==> src/rtl/aes_key_share_loader.sv <==
// Splits a captured AES key into two Boolean shares and writes them word-by-word, or zeroises them; AES_KSL_MASK_EN selects masking.
// Latency: strobes on the NumWords cycles after accept/clear, done_o on the next, key_ready_o again the cycle after done.
// Backpressure: key_ready_o only in IDLE; clear_i preempts any load and is ignored while a clear is already running.
module aes_key_share_loader #(
    parameter int unsigned NumWords = 8,
    parameter logic [31:0] LfsrSeed = 32'hACE1_2468
) (
    input  logic                          clk_i,
    input  logic                          rst_i,
    input  logic                          key_valid_i,
    output logic                          key_ready_o,
    input  logic [32*NumWords-1:0]        key_i,
    input  logic                          clear_i,
    output logic [31:0]                   ks0_q_o,
    output logic [31:0]                   ks1_q_o,
    output logic [$clog2(NumWords)-1:0]   ks_idx_o,
    output logic                          ks_qe_o,
    output logic                          busy_o,
    output logic                          done_o
);

    localparam int unsigned IdxW = $clog2(NumWords);
    localparam logic [IdxW-1:0] LastIdx = IdxW'(NumWords - 1);

    typedef enum logic [1:0] {
        ST_IDLE  = 2'd0,
        ST_WRITE = 2'd1,
        ST_CLEAR = 2'd2,
        ST_DONE  = 2'd3
    } state_e;

    typedef struct packed {
        logic            qe;
        logic [IdxW-1:0] idx;
        logic [31:0]     ks0;
        logic [31:0]     ks1;
        logic            busy;
        logic            done;
    } out_t;

    state_e                       state_q, state_d;
    logic [IdxW-1:0]              idx_q, idx_d;
    logic [NumWords-1:0][31:0]    key_q, key_d;
    out_t                         out_q, out_d;

`ifdef AES_KSL_MASK_EN
    localparam logic [31:0] SeedEff = (LfsrSeed == 32'h0) ? 32'h0000_0001 : LfsrSeed;
    localparam logic [31:0] LfsrPoly = 32'h8020_0003;

    logic [31:0] lfsr_q, lfsr_d;

    function automatic logic [31:0] lfsr_step(input logic [31:0] s);
        return s[0] ? ((s >> 1) ^ LfsrPoly) : (s >> 1);
    endfunction
`else
    logic unused_seed;
    assign unused_seed = ^LfsrSeed;
`endif

    // Outputs are built from the next state so they land in the same cycle as the state they describe.
    always_comb begin
        state_d = state_q;
        idx_d   = idx_q;
        key_d   = key_q;
        out_d   = '0;
`ifdef AES_KSL_MASK_EN
        lfsr_d  = lfsr_q;
`endif
        case (state_q)
            ST_IDLE: begin
                if (clear_i) begin
                    state_d = ST_CLEAR;
                    idx_d   = '0;
                    key_d   = '0;
                end else if (key_valid_i) begin
                    state_d = ST_WRITE;
                    idx_d   = '0;
                    key_d   = key_i;
                end
            end
            ST_WRITE: begin
                if (clear_i) begin
                    state_d = ST_CLEAR;
                    idx_d   = '0;
                    key_d   = '0;
                end else if (idx_q == LastIdx) begin
                    state_d = ST_DONE;
                    idx_d   = '0;
                end else begin
                    idx_d = idx_q + 1'b1;
                end
            end
            ST_CLEAR: begin
                if (idx_q == LastIdx) begin
                    state_d = ST_DONE;
                    idx_d   = '0;
                end else begin
                    idx_d = idx_q + 1'b1;
                end
            end
            ST_DONE: begin
                key_d   = '0;
                idx_d   = '0;
                state_d = clear_i ? ST_CLEAR : ST_IDLE;
            end
            default: begin
                state_d = ST_IDLE;
                idx_d   = '0;
                key_d   = '0;
            end
        endcase

        out_d.qe   = (state_d == ST_WRITE) || (state_d == ST_CLEAR);
        out_d.busy = out_d.qe;
        out_d.idx  = idx_d;
        out_d.done = (state_d == ST_DONE);
        if (state_d == ST_WRITE) begin
`ifdef AES_KSL_MASK_EN
            out_d.ks1 = lfsr_q;
            out_d.ks0 = key_d[idx_d] ^ lfsr_q;
            lfsr_d    = lfsr_step(lfsr_q);
`else
            out_d.ks0 = key_d[idx_d];
`endif
        end
    end

    always_ff @(posedge clk_i) begin
        if (rst_i) begin
            state_q <= ST_IDLE;
            idx_q   <= '0;
            key_q   <= '0;
            out_q   <= '0;
`ifdef AES_KSL_MASK_EN
            lfsr_q  <= SeedEff;
`endif
        end else begin
            state_q <= state_d;
            idx_q   <= idx_d;
            key_q   <= key_d;
            out_q   <= out_d;
`ifdef AES_KSL_MASK_EN
            lfsr_q  <= lfsr_d;
`endif
        end
    end

    assign key_ready_o = (state_q == ST_IDLE) && !rst_i;
    assign ks0_q_o     = out_q.ks0;
    assign ks1_q_o     = out_q.ks1;
    assign ks_idx_o    = out_q.idx;
    assign ks_qe_o     = out_q.qe;
    assign busy_o      = out_q.busy;
    assign done_o      = out_q.done;

endmodule

==> config.mk <==
export PLATFORM = sky130hd
export DESIGN_NAME = aes_key_share_loader
export DESIGN_NICKNAME = d
export VERILOG_FILES = /design/src/rtl/aes_key_share_loader.sv
export SDC_FILE = /design/constraint.sdc
export NUM_CORES = 1
export LEC_CHECK = 0
export BUFFER_PORTS_ARGS = -buffer_cell sky130_fd_sc_hd__buf_2
export CAP_MARGIN = 10
export CELL_PAD_IN_SITES_DETAIL_PLACEMENT = 1
export CELL_PAD_IN_SITES_GLOBAL_PLACEMENT = 2
export CORE_ASPECT_RATIO = 1.25
export CORE_UTILIZATION = 30
export CTS_BUF_LIST = sky130_fd_sc_hd__clkbuf_16
export DETAILED_ROUTE_END_ITERATION = 10
export PLACE_DENSITY_LB_ADDON = 0.12
export SLEW_MARGIN = 20
export SYNTH_ARGS = -nofsm -noshare
export SYNTH_HDL_FRONTEND = slang
export SYNTH_SLANG_ARGS = --single-unit
export TNS_END_PERCENT = 30
==> constraint.sdc <==
create_clock -name clk_i -period 2.89 [get_ports clk_i]
set_clock_uncertainty 0.1 [all_clocks]
set_input_delay 0.578 -clock clk_i [delete_from_list [all_inputs] [get_ports clk_i]]
set_output_delay 0.578 -clock clk_i [all_outputs]
set_load 0.05 [all_outputs]
==> results by group <==
Run status
  – Outcome: completed

Critical path
  – CP startpoint kind: flop
  – Crit-path max FO: 41
  – FF-to-FF path depth: 10
  – R2R Setup Slk: 0.03 ns
  – Critical path data arrival time: 3.20 ns
  – RR Endpoint: ks0_q_o[21]$_SDFF_PP0_
  – Setup CP Type: flop to flop
  – Type of destination of the critical path: flop
  – Worst EP required: 3.24 ns
  – Reg2reg start: state_q[0]$_SDFF_PP0_

Routing
  – # DRC: 0
  – Pre-antenna DRT Iters: 4
  – WL final: 67.55 mm
  – Routed wire per std cell: 25.04 um
  – ANT nets after route: 0
  – Vias: 15079
  – Mean number of vias per cell: 5.589
  – Initial DRC count: 1056

Timing
  – Period utilisation layout: 98.80%
  – Setup Viol. Count Final: 0
  – Worst setup margin: 0.03465 ns
  – Fin Setup TNS: 0 ns
  – Final hold slack: 0.2655 ns
  – Slew Limit Fails: 0
  – Fin. Hold Viols: 0
  – Max_slew headroom: 27.27%
  – Final min period: 2.855 ns
  – Least-Margin Pin Slew: 1.091 ns
  – RSZ-0062 raised after global routing: true
  – Fmax: 350.2 MHz

Layout
  – Area Overhead vs Synth: 26.45%
  – Layout cell share with drive strength beyond 1: 24.73%
  – Diodes inserted: 0
  – Util after Layout: 38.65%
  – Final std cells w/o fill: 2698
  – Fin nets: 2292

Run
  – Max_cap viols: 0

Clock network
  – Clk Latency, worst-skew pair: 0.54 ns
  – Clock tree buffer depth: 3
  – CTS tree: yes
  – Root buffer cell: clkbuf_16
  – Post-CTS setup buffers: 0
  – Post-CTS Hold Fix Bufs: 0
  – Clock sinks: 295
  – TritonCTS Buffers: 36
  – Clock-pin slew on the worst setup and hold paths: 0.06 ns
  – H-tree depth: 2

Synthesis
  – Synth Cell Area: 0.01484 mm^2
  – Cell variety after synth: 34
  – Synth Register Bits: 295
  – Post-synthesis sequential area ratio: 39.80%
  – Yosys Warn Count: 0
  – Synth Area per Inst: 8.478 um^2
  – Cells after synthesis: 1750

Floorplanning
  – Initial Util: 30.57%
  – Die Area: 0.05036 mm^2
  – Core Footprint: 0.04853 mm^2
  – Die Wd: 200.9 um
  – I/O Pins: 331
  – Num rows: 90
  – Die Ht: 250.6 um

Place
  – DP Cell Count: 2633
  – RD Place Congestion: 0.8291
  – Port bufs: 298
  – Worst slack after detailed placement: -0.3288 ns
  – Hpwl dp: 47.76 mm

GRT
  – Initial antenna violation count: 0
  – Remaining global-route overflow: 0
  – Global-route wire length before repair: 99.70 mm
  – Vias in the first global route: 15462
  – Pin count of the biggest net entering global routing: 197
  – Gr usage total: 26.07%

Power and ir drop
  – P_int: 0.007431 W
  – Gate power share: 19.2%
  – Clock power share: 40.6%
  – Sw frac: 30.31%
  – VDD IR-drop max: 368.3 uV
  – NetSw: 0.003232 W
  – Leakage power: 7.935 nW
  – Pwr dens: 568.4 mW/mm^2
  – Register share of total power: 40.1%

Min path
  – WHS Path Cells: 2
  – End of the worst hold path: state_q[0]$_SDFF_PP0_
  – Hold Path Class: primary input to flop
  – Hold_sp: rst_i
[critical path, stage by stage, from the launching register on]
cell	delay, ns
dfxtp_1	0.47
buf_8	0.28
inv_6	0.14
a21oi_4	0.24
buf_12	0.26
buf_4	0.19
a22oi_1	0.12
a211oi_1	0.47
a311oi_1	0.14
buf_4	0.17
nor3_1	0.13
[per-stage QoR]
step	total power [W]	instance area (um^2)
after floorplan	0.005517	14950
after global placement	0.006388	17550
after detailed placement	0.006406	17550
after CTS	0.01077	18690
after global routing	0.01108	18760
final	0.01066	18760
[cell usage in the layout, fill, tap and decap left out, drive strengths merged]
cell type	synthesis	layout
nor3b	3	3
a2bb2oi	2	2
o21ai	33	33
a311oi	32	32
nand2	165	165
a21oi	97	97
dfxtp	295	295
mux2i	32	32
ha	4	4
buf	122	439
bufinv	0	2
and2	1	1
clkinv	0	10
nand2b	1	1
and2b	1	1
o21bai	1	2
a22oi	226	226
inv	2	17
conb	1	32
a211oi	32	32
a221oi	32	32
or4bb	17	17
nor2	264	264
nor2b	3	3
nor3	34	34
or2	1	1
a22o	224	224
nand4bb	15	15
clkbuf	110	38
[what timing repair did]
| action | CTS | global route |
|---|---|---|
| endpoints found under the setup margin | 8 | 12 |
| gates cloned | 1 | 0 |
| pin swaps | 3 | 3 |
| resized for setup | 8 | 10 |
[routing by layer]
metal,global-route usage (%),routed length [um]
met5,0,0
met4,10.77,2856
met3,3.110,2707
met2,45.23,33260
met1,32.50,28730
[flip-flops by register name, summed over array words and instances (netlist names)]
name      flops
busy_o        1
ks0_q_o      32
ks_idx_o      3
state_q       2
key_q       256
done_o        1
[power by group through the flow]
stage,Sequential (W),Combinational [W],Clock [W]
3_5_place_dp,0.00436,0.00204,0
5_1_grt,0.00429,0.00220,0.00459
2_1_floorplan,0.00437,0.00114,0
6_report,0.00428,0.00205,0.00433
4_1_cts,0.00428,0.00206,0.00444
3_3_place_gp,0.00436,0.00203,0
[cells in the mapped netlist, drive strengths merged]
cell | instances | area [um^2]
nor2 | 264 | 991.0
a2bb2oi | 2 | 30.03
or2 | 1 | 6.260
dfxtp | 295 | 5906
a21oi | 97 | 496.7
o21bai | 1 | 18.77
a311oi | 32 | 280.3
nand2b | 1 | 6.260
and2b | 1 | 7.510
a22o | 224 | 1962
and2 | 1 | 6.260
a22oi | 226 | 1697
mux2i | 32 | 320.3
conb | 1 | 3.750
or4bb | 17 | 191.4
nor3b | 3 | 32.53
nand4bb | 15 | 168.9
ha | 4 | 50.05
a211oi | 32 | 240.2
nor2b | 3 | 18.77
clkbuf | 110 | 412.9
o21ai | 33 | 165.2
nand2 | 165 | 621.9
inv | 2 | 7.500
a221oi | 32 | 280.3
nor3 | 34 | 170.2
buf | 122 | 745.7
[area by class of cell]
type                            count  area (um^2)
Tap cell                          644        805.8
Fill cell                        5717        29770
Clock inverter                     27        158.9
Inverter                            2        12.51
Multi-Input combinational cell   1253         8033
Sequential cell                   295         5909
Clock buffer                       37        925.9
Timing Repair Buffer              440         2915
[cells by family (layout without fill, tap and decap cells)]
| logic type | Yosys count | count (layout) | synth area share, % |
|---|---|---|---|
| compound gates | 679 | 680 | 34.85 |
| mux | 32 | 32 | 2.159 |
| buf+inv | 234 | 506 | 7.860 |
| fa+ha+maj | 4 | 4 | 0.3373 |
| simple gates | 505 | 505 | 14.97 |
| other cells | 1 | 32 | 0.02528 |
| flops | 295 | 295 | 39.80 |
[worst max-delay path by stage]
stage,from,to,cells after the start
final,state_q[0]$_SDFF_PP0_,ks0_q_o[21]$_SDFF_PP0_,10
after global routing,state_q[0]$_SDFF_PP0_,ks0_q_o[21]$_SDFF_PP0_,10
after CTS,ks_idx_o[0]$_SDFF_PP0_,ks0_q_o[13]$_SDFF_PP0_,11
after detailed placement,key_valid_i,ks0_q_o[10]$_SDFF_PP0_,8
after global placement,key_valid_i,ks0_q_o[11]$_SDFF_PP0_,8
after floorplan,state_q[1]$_SDFF_PP0_,key_ready_o,5
(Power assumes the default switching activity.)
